===== config.mk =====
export PLATFORM = sky130hd
export DESIGN_NAME = hazard_step_ctrl
export DESIGN_NICKNAME = d
export VERILOG_FILES = /design/src/rtl/hazard_step_ctrl.sv
export SDC_FILE = /design/constraint.sdc
export NUM_CORES = 1
export LEC_CHECK = 0
export ABC_CLOCK_PERIOD_IN_PS = 2400
export CORE_MARGIN = 10
export CORE_UTILIZATION = 45
export CTS_CLUSTER_DIAMETER = 100
export DETAILED_ROUTE_END_ITERATION = 10
export GPL_ROUTABILITY_DRIVEN = 0
export PLACE_DENSITY = 0.81
export SLEW_MARGIN = 15
export SYNTH_ARGS = -nofsm -noshare
export SYNTH_HDL_FRONTEND = slang
export SYNTH_SLANG_ARGS = --single-unit

===== constraint.sdc =====
create_clock -name CLK -period 2.4 [get_ports CLK]
set_input_delay 0.36 -clock CLK [delete_from_list [all_inputs] [get_ports CLK]]
set_output_delay 0.36 -clock CLK [all_outputs]
set_load 0.005 [all_outputs]

===== src/rtl/hazard_step_ctrl.sv =====
// Pipeline controller for the 5-stage MIPS core. It handles load-use and branch hazards,
// debug single-step sequencing, the halt drain, and the cycle and stall counters.
module hazard_step_ctrl #(
    parameter int DRAIN_CYCLES = 4,
    parameter int CNT_W        = 32
) (
    input  logic             CLK,
    input  logic             RESET,
    input  logic             I_IDEX_MEMREAD,
    input  logic [4:0]       I_IDEX_RT,
    input  logic [4:0]       I_ID_RS,
    input  logic [4:0]       I_ID_RT,
    input  logic             I_ID_USES_RT,
    input  logic             I_BRANCH_TAKEN,
    input  logic             I_ID_HALT,
    input  logic             I_DBG_MODE,
    input  logic             I_DBG_STEP,
    output logic             O_PIPE_EN,
    output logic             O_PC_WRITE,
    output logic             O_IFID_WRITE,
    output logic             O_IFID_FLUSH,
    output logic             O_IDEX_BUBBLE,
    output logic             O_HALTED,
    output logic [CNT_W-1:0] O_CYCLE_COUNT,
    output logic [CNT_W-1:0] O_STALL_COUNT
);

    localparam int DW = (DRAIN_CYCLES > 1) ? $clog2(DRAIN_CYCLES) : 1;
    localparam logic [DW-1:0] DRAIN_LOAD = DW'(DRAIN_CYCLES - 1);

    typedef enum logic [2:0] {
        ST_RUN,
        ST_STEP_WAIT,
        ST_STEP_EXEC,
        ST_DRAIN,
        ST_HALTED
    } state_t;

    state_t            state_q, state_d;
    logic [DW-1:0]     drain_cnt_q, drain_cnt_d;
    logic [CNT_W-1:0]  cycle_cnt_q, cycle_cnt_d;
    logic [CNT_W-1:0]  stall_cnt_q, stall_cnt_d;

    logic pipe_en;
    logic load_use;
    logic halt_accept;
    logic stall_apply;
    logic pc_write;
    logic ifid_write;
    logic ifid_flush;
    logic idex_bubble;

    always_ff @(posedge CLK or posedge RESET) begin
        if (RESET) begin
            state_q     <= ST_RUN;
            drain_cnt_q <= '0;
            cycle_cnt_q <= '0;
            stall_cnt_q <= '0;
        end else begin
            state_q     <= state_d;
            drain_cnt_q <= drain_cnt_d;
            cycle_cnt_q <= cycle_cnt_d;
            stall_cnt_q <= stall_cnt_d;
        end
    end

    // Hazard resolution; everything is masked while the pipeline is frozen.
    always_comb begin
        pipe_en     = (state_q == ST_RUN) || (state_q == ST_STEP_EXEC) || (state_q == ST_DRAIN);
        load_use    = I_IDEX_MEMREAD && (I_IDEX_RT != 5'd0) &&
                      ((I_IDEX_RT == I_ID_RS) || (I_ID_USES_RT && (I_IDEX_RT == I_ID_RT)));
        pc_write    = 1'b0;
        ifid_write  = 1'b0;
        ifid_flush  = 1'b0;
        idex_bubble = 1'b0;
        halt_accept = 1'b0;
        stall_apply = 1'b0;
        if (pipe_en) begin
            if (I_BRANCH_TAKEN) begin
                // Wrong-path halt or load-use in ID is discarded by the flush.
                pc_write    = 1'b1;
                ifid_write  = 1'b1;
                ifid_flush  = 1'b1;
                idex_bubble = 1'b1;
            end else if (state_q == ST_DRAIN) begin
                ifid_flush  = 1'b1;
            end else if (I_ID_HALT) begin
                ifid_flush  = 1'b1;
                halt_accept = 1'b1;
            end else if (load_use) begin
                idex_bubble = 1'b1;
                stall_apply = 1'b1;
            end else begin
                pc_write    = 1'b1;
                ifid_write  = 1'b1;
            end
        end
    end

    always_comb begin
        state_d     = state_q;
        drain_cnt_d = drain_cnt_q;
        case (state_q)
            ST_RUN: begin
                if (halt_accept) begin
                    state_d     = ST_DRAIN;
                    drain_cnt_d = DRAIN_LOAD;
                end else if (I_DBG_MODE) begin
                    state_d = ST_STEP_WAIT;
                end
            end
            ST_STEP_WAIT: begin
                if (I_DBG_STEP) begin
                    state_d = ST_STEP_EXEC;
                end else if (!I_DBG_MODE) begin
                    state_d = ST_RUN;
                end
            end
            ST_STEP_EXEC: begin
                if (halt_accept) begin
                    state_d     = ST_DRAIN;
                    drain_cnt_d = DRAIN_LOAD;
                end else if (I_DBG_MODE) begin
                    state_d = ST_STEP_WAIT;
                end else begin
                    state_d = ST_RUN;
                end
            end
            ST_DRAIN: begin
                // Debug mode is ignored here so the halt always retires.
                if (drain_cnt_q == '0) begin
                    state_d = ST_HALTED;
                end else begin
                    drain_cnt_d = drain_cnt_q - DW'(1);
                end
            end
            ST_HALTED: begin
                state_d = ST_HALTED;
            end
            default: begin
                state_d     = ST_RUN;
                drain_cnt_d = '0;
            end
        endcase
    end

    always_comb begin
        cycle_cnt_d = cycle_cnt_q;
        stall_cnt_d = stall_cnt_q;
        if (pipe_en) begin
            cycle_cnt_d = cycle_cnt_q + CNT_W'(1);
        end
        if (stall_apply) begin
            stall_cnt_d = stall_cnt_q + CNT_W'(1);
        end
    end

    assign O_PIPE_EN     = pipe_en;
    assign O_PC_WRITE    = pc_write;
    assign O_IFID_WRITE  = ifid_write;
    assign O_IFID_FLUSH  = ifid_flush;
    assign O_IDEX_BUBBLE = idex_bubble;
    assign O_HALTED      = (state_q == ST_HALTED);
    assign O_CYCLE_COUNT = cycle_cnt_q;
    assign O_STALL_COUNT = stall_cnt_q;

endmodule


==> results of run 1 <==
## metrics by stage
stage / hold slack, ns / setup WS, ns / TNS, ns / area (sq um) / utilization, %
floorplan: 0.468 / 0.300 / 0 / 3280 / -
global placement: 0.461 / -0.334 / -1.10 / 4450 / 62.1
detailed placement: 0.480 / -0.352 / -2.14 / 4450 / 62.1
CTS: 0.387 / -0.0275 / -0.0525 / 4690 / 65.3
global route: 0.397 / -0.0267 / -0.0267 / 4740 / 66.1
finish: 0.381 / 0.0620 / 0 / 4740 / 66.1
## final cells by class
class / count / area [sq um]
clock buffers: 11 / 141
clock inverters: 5 / 83.8
fillers: 535 / 2430
inverters: 7 / 26.3
multi-input cells: 216 / 1530
flip-flops and latches: 69 / 1730
well taps: 99 / 124
repair buffers: 116 / 1110
## Yosys cell counts
library cell  count
a2111o_1          1
a21oi_1           2
a21oi_2           1
a32oi_1           1
and2_1            1
and3_1            9
and4_1            6
buf_2             2
buf_4             2
buf_6             1
clkbuf_1          2
dfrtp_1          69
ha_1              3
inv_1             6
inv_2             1
mux2_2            2
nand2_1          26
nand2b_1          4
nand3_1          30
nand3b_1          2
nand4_1          13
nand4_4           1
nor2_1           14
nor2_4            1
nor3_1            5
nor3_2            2
nor3b_1           1
nor4_1            2
nor4_4            1
o21a_1            2
o21ai_0           7
o21ai_1           1
o21bai_1          1
o31a_1            1
o31ai_1           1
or3_1             1
or4_1             1
or4b_2            1
xnor2_1          54
xor2_1           18
## worst max path at each step
| stage | slack, ns | endpoint | cells past startpoint | start |
|---|---|---|---|---|
| global placement | -0.33 | O_IFID_WRITE | 7 | I_IDEX_RT[1] |
| finish | 0.06 | O_IDEX_BUBBLE | 8 | I_ID_RT[4] |
| floorplan | 0.30 | O_CYCLE_COUNT[0] | 1 | RESET |
| global route | -0.03 | O_IDEX_BUBBLE | 8 | I_ID_RT[4] |
| detailed placement | -0.35 | O_IDEX_BUBBLE | 7 | I_IDEX_RT[1] |
| CTS | -0.03 | O_PC_WRITE | 8 | I_ID_RT[1] |
## flip-flops by register name, indices dropped and copies added (netlist names)
| name | cells |
|---|---|
| state_q | 3 |
| O_CYCLE_COUNT | 32 |
| O_STALL_COUNT | 32 |
| drain_cnt_q | 2 |
## metal layers
layer  vias up  part of all wire, %
met1      1269                   43
li1       1267                    -
met5         -                    0
met2        54                   49
met3        10                  6.7
met4         0                  1.1
## worst max-delay path: stages
cell and delay [ns]:
clkdlybuf4s50_1 0.41, xor2_1 0.15, nor4_2 0.32, a32oi_2 0.19, buf_4 0.18, nor3_4 0.14
o21a_1 0.12, buf_2 0.11
## kinds of logic after synthesis
kind of cell,after synthesis
compound gates,18
buf+inv,14
xor+xnor,72
simple gates,121
mux,2
fa+ha+maj,3
flops,69
## report_power, final
group	switching, W	internal, W
clock network	0.000440	0.000616
logic	0.000434	0.000478
registers	0.0000982	0.00127
## what timing repair did
item	CTS	global route
resized for setup	10	12
buffers inserted	2	3
endpoints found under the setup margin	3	4
pin swaps	5	5
## cells in the final DEF, fill, tap and decap left out, types with 3 or more instances in the layout
cell / count
clkdlybuf4s50_1: 85
dfrtp_1: 69
xnor2_1: 54
nand3_1: 30
nand2_1: 26
buf_4: 22
xor2_1: 18
nand4_1: 13
nor2_1: 13
clkbuf_8: 10
and3_1: 9
o21ai_0: 7
and4_1: 6
inv_1: 5
nand2b_1: 4
nor3_2: 3
nor3_1: 3
ha_1: 3
dlygate4sd2_1: 3
==> results by group, run 1 <==
Clocking
  • Clk slew on worst S/H paths: 0.08 ns
  • Total clock sinks: 69
  • CTS Buf Count: 9
  • Clock latency on the worst-skew pair: 0.34 ns
  • H-Tree Depth: 3
  • CTS Hold Buffers Added: 0
  • Cell chosen for the clock root: clkbuf_8
  • CTS tree: built
  • Max Buffers Root-to-Sink: 2

Route
  • DR vias: 2,600
  • Wire per inst: 15.1 um
  • Vias per cell: 4.97
  • Post-DRT Antenna Nets: 0
  • Total wire length: 7900 um
  • DRT Pass-1 Iters: 4
  • # DRC: 0
  • Starting DRT DRC Count: 63

Critical path
  • Worst path required time: 2.04 ns
  • Critical path class: in2out
  • FF-to-FF path depth: 6
  • Worst reg2reg endpoint: O_CYCLE_COUNT[31]
  • CP arrival: 1.98 ns
  • Worst flop-to-flop path startpoint: state_q[1]
  • Worst R2R Setup Slack: 0.25 ns
  • Max FO, Critical Path: 3
  • Setup crit end kind: primary output
  • Startpoint class of the critical path: input port

Die
  • Row cnt: 31
  • I/O pin count: 93
  • Core ar.: 7180 sq um
  • Die width: 105 um
  • Initial core utilization: 45.8%
  • DIE AREA: 11,100 sq um
  • Die Y: 105 um

Hold path
  • Hold/Removal Path Class: in2async

Power and ir drop
  • Pwr per Cell Area: 704 nW/um^2
  • Final Power: 0.00334 W
  • Leakage: 2.02 nW
  • VDD IR max: 882 uV

Yosys
  • Area contributors post-synth: dfrtp_1 53%, xnor2_1 14%, xor2_1 4.8%
  • Largest area contributor in the netlist: dfrtp_1
  • Synth Area in Simple Gates: 20.7%
  • Largest family of logic cells by synthesized area: simple AND/OR/NAND/NOR gates
  • Net Count, Synth: 325
  • Mux share of post-synthesis cell area: 0.686%
  • Synth top area share: 52.6%
  • Mapped Cells: 299
  • Unique masters post-synth: 40
  • Seq/Total Area, Yosys: 52.6%
  • Post-synthesis instance area: 3280 sq um
  • Post-Syn Area per Cell: 11.0 sq um
  • Synth Area in Compound Gates: 3.58%
  • Register bit total from synthesis: 69
  • Post-Synth Adder-Cell Area: 1.14%
  • Post-Synth XOR/XNOR Area: 19.2%
  • Ys Warns: 0

Outcome
  • Status: complete, no violations

STA
  • Final period util: 97.4%
  • Fin. Hold Viols: 0
  • Max_slew headroom: 79.2%
  • Fmax: 428 MHz
  • Worst-margin pin slew: 0.311 ns
  • Final min period: 2.34 ns
  • Setup Skew: 0.0104 ns
  • Final slew viol count: 0
  • # setup viols final: 0

GRT
  • GRT met1 Usage: 17.1%
  • Initial antenna violation count: 0
  • Met3 usage: 4.87%
  • GRT Residual Overflow: 0
  • Vias in the first global route: 2,740
  • Busiest grt layer: met2
  • Met2 usage: 23.3%
  • First-pass GRT wire length: 13,300 um
  • Pin count of the biggest net entering global routing: 46
  • GRT Resource Usage Total: 14.2%

Final layout
  • Share of cells above drive strength 1: 13.9%
  • Layout Nets: 445
  • Antenna Cells: 0
  • Synth-to-layout area growth: 44.4%
  • Non-filler cells in the finished layout: 523

Placed design
  • Port Buffer Count: 92
  • Placed insts: 502
  • DP HPWL: 5930 um

Run
  • Max-cap viol count: 0
No activity file was read; power rests on OpenSTA's default activity.
==> run 2, diff against run 1 <==
--- a/config.mk
+++ b/config.mk
@@ -5,13 +5,15 @@
 export SDC_FILE = /design/constraint.sdc
 export NUM_CORES = 1
 export LEC_CHECK = 0
-export ABC_CLOCK_PERIOD_IN_PS = 2400
+export ABC_AREA = 1
+export ABC_CLOCK_PERIOD_IN_PS = 2900
+export CORE_ASPECT_RATIO = 1.75
 export CORE_MARGIN = 10
 export CORE_UTILIZATION = 45
 export CTS_CLUSTER_DIAMETER = 100
 export DETAILED_ROUTE_END_ITERATION = 10
 export GPL_ROUTABILITY_DRIVEN = 0
-export PLACE_DENSITY = 0.81
+export PLACE_DENSITY = 0.76
 export SLEW_MARGIN = 15
 export SYNTH_ARGS = -nofsm -noshare
 export SYNTH_HDL_FRONTEND = slang
==> constraint.sdc (replaced) <==
create_clock -name CLK -period 2.9 [get_ports CLK]
set_input_delay 0.435 -clock CLK [delete_from_list [all_inputs] [get_ports CLK]]
set_output_delay 0.435 -clock CLK [all_outputs]
set_load 0.005 [all_outputs]
==> results by group, run 2 <==
Outcome
  • Status: complete, no violations

STA
  • Final period util: 93.6%
  • # setup viols final: 0
  • Worst hold slack: 0.488 ns
  • Setup Skew: 0.00438 ns
  • Final slew viol count: 0
  • Worst-margin pin slew: 0.655 ns
  • Fin. Hold Viols: 0
  • Fmax: 369 MHz
  • Max_slew headroom: 56.0%
  • Total Neg Setup Slack: 0 ns
  • Final min period: 2.71 ns

GRT
  • Pin count of the biggest net entering global routing: 70
  • First-pass GRT wire length: 23,000 um
  • Vias in the first global route: 4,855
  • GRT Residual Overflow: 0
  • Initial antenna violation count: 0
  • GRT Resource Usage Total: 18.4%

Final layout
  • Layout Nets: 813
  • Antenna Cells: 0
  • Commonest non-fill, non-tap cells in the layout: 288 x nand2_1, 96 x nor2_1, 92 x clkdlybuf4s50_1, 69 x dfrtp_1, 69 x inv_1
  • Synth-to-layout area growth: 27.6%
  • Final core occ: 58.4%
  • Fill count: 955
  • Share of cells above drive strength 1: 6.58%
  • Commonest non-fill, non-tap cell in the layout: nand2_1

Yosys
  • Seq/Total Area, Yosys: 37.1%
  • EDFF count, synth: 0
  • Post-Synth XOR/XNOR Area: 6.77%
  • Ys flop type: dfrtp_1
  • Post-synthesis instance area: 4660 sq um
  • Synth Area in Simple Gates: 43.4%
  • Register bit total from synthesis: 69
  • Largest area contributor in the netlist: dfrtp_1
  • Largest family of logic cells by synthesized area: simple AND/OR/NAND/NOR gates
  • Synth top area share: 37.1%
  • Synth Area in Compound Gates: 4.16%
  • Net Count, Synth: 717
  • Post-Syn Area per Cell: 6.74 sq um
  • Mapped Cells: 691
  • Mux share of post-synthesis cell area: 0%
  • Post-Synth Adder-Cell Area: 0.806%
  • Top post-synthesis cells by count: 288 x nand2_1, 96 x nor2_1, 70 x inv_1
  • Ys Warns: 0
  • Area contributors post-synth: dfrtp_1 37%, nand2_1 23%, nor2_1 7.7%
  • Asr flop ratio synth: 100%
  • Unique masters post-synth: 29
  • Count leader, synth: nand2_1

Critical path
  • Setup crit end kind: primary output
  • Max FO, Critical Path: 3
  • CP arrival: 2.28 ns
  • Critical path class: in2out
  • Startpoint class of the critical path: input port
  • Worst path required time: 2.47 ns

Clocking
  • Clk slew on worst S/H paths: 0.05 ns
  • CTS tree: built
  • CTS Buf Count: 9
  • Clock latency on the worst-skew pair: 0.33 ns
  • H-Tree Depth: 3
  • Cell chosen for the clock root: clkbuf_16
  • Total clock sinks: 69
  • Max Buffers Root-to-Sink: 2

Route
  • DRT Pass-1 Iters: 5
  • Wire per inst: 15.1 um
  • Total wire length: 13,800 um
  • Post-DRT Antenna Nets: 0
  • # DRC: 0
  • Vias per cell: 5.15
  • Starting DRT DRC Count: 244
  • DR vias: 4,727

Die
  • Initial core utilization: 45.8%
  • Core ar.: 10,200 sq um
  • I/O pin count: 93
  • DIE AREA: 15,000 sq um
  • Die width: 96.9 um
  • Row cnt: 49
  • Die Y: 155 um

Power and ir drop
  • Final Power: 0.00203 W
  • VDD IR max: 300 uV
  • Pwr per Cell Area: 342 nW/um^2
  • Leakage: 2.70 nW

Run
  • Max-cap viol count: 0

Placed design
  • DP HPWL: 10,500 um
  • Port Buffer Count: 92

Hold path
  • Hold/Removal Path Class: in2async
==> run 2: cell count changes after synthesis, sizes merged, moves of 6 or more <==
cell,before,now
and3,9,1
and4,6,0
inv,7,75
nand2,26,292
nand3,30,38
nand3b,2,20
nand4,14,7
nor2,15,104
o21ai,8,20
xnor2,54,14
==> run 2: worst max-delay path: stages <==
cell and delay [ns]:
clkdlybuf4s50_1 0.54, inv_1 0.10, nor2_1 0.10, nor2_1 0.05, nand3_1 0.09, nand2_2 0.09
nand2_1 0.10, nand2_1 0.06, a21oi_1 0.17, clkdlybuf4s50_1 0.54
==> run 2: final cells by class <==
class / count / area, sq um / area share [%]
multi-input cells: 537 / 2570 / 43.3
well taps: 127 / 159 / 2.67
inverters: 75 / 282 / 4.74
flip-flops and latches: 69 / 1730 / 29.0
clock buffers: 11 / 233 / 3.91
clock inverters: 3 / 15.0 / 0.253
repair buffers: 95 / 956 / 16.1
==> run 2: metal layers <==
| metal | global-route usage [%] | vias up | share of wire (%) |
|---|---|---|---|
| met3 | 6.07 | 42 | 7.1 |
| met2 | 34.0 | 178 | 52 |
| met1 | 17.3 | 2190 | 36 |
| met5 | 0 | - | 0 |
| met4 | 10.3 | 0 | 4.4 |
| li1 | - | 2317 | - |
==> run 2: cells by family (layout without fill, tap and decap cells) <==
| group | after synthesis | count (layout) |
|---|---|---|
| simple gates | 471 | 471 |
| buf+inv | 85 | 184 |
| flops | 69 | 69 |
| xor+xnor | 36 | 36 |
| compound gates | 27 | 27 |
| fa+ha+maj | 3 | 3 |
==> run 2: what timing repair did <==
action                     4_1_cts  5_1_grt
hold buffers                     0        0
resized for setup                0        1
setup buffers                    0        0
setup endpoints to repair        0        2
==> run 2: path summary, 6_finish.rpt <==
check	start	endpoint	slack [ns]	depth (start not counted)
max	I_IDEX_RT[3]	O_PC_WRITE	0.19	10
min	RESET	O_STALL_COUNT[17]	0.49	3
max reg2reg	state_q[0]	O_STALL_COUNT[5]	0.95	9
min reg2reg	drain_cnt_q[0]	drain_cnt_q[0]	0.51	2
max in group asynchronous	RESET	O_CYCLE_COUNT[2]	2.08	3
min in group CLK	drain_cnt_q[0]	drain_cnt_q[0]	0.51	2
==> run 2: power breakdown <==
group	leakage [nW]	total [W]	internal (W)	switching (W)
clock network	0.125	0.000963	0.000564	0.000399
logic	1.62	0.000102	0.0000463	0.0000557
registers	0.948	0.000969	0.000965	0.00000350
total	2.70	0.00203	0.00158	0.000458
==> run 2: through the flow <==
| stage | std cells | worst slack [ns] | instance area (sq um) |
|---|---|---|---|
| after floorplan | 691 | 0.725 | 4660 |
| after global placement | 903 | 0.270 | 5690 |
| after detailed placement | 903 | 0.189 | 5690 |
| after CTS | 917 | 0.181 | 5940 |
| after global routing | 917 | -0.0209 | 5940 |
| final | 917 | 0.187 | 5940 |
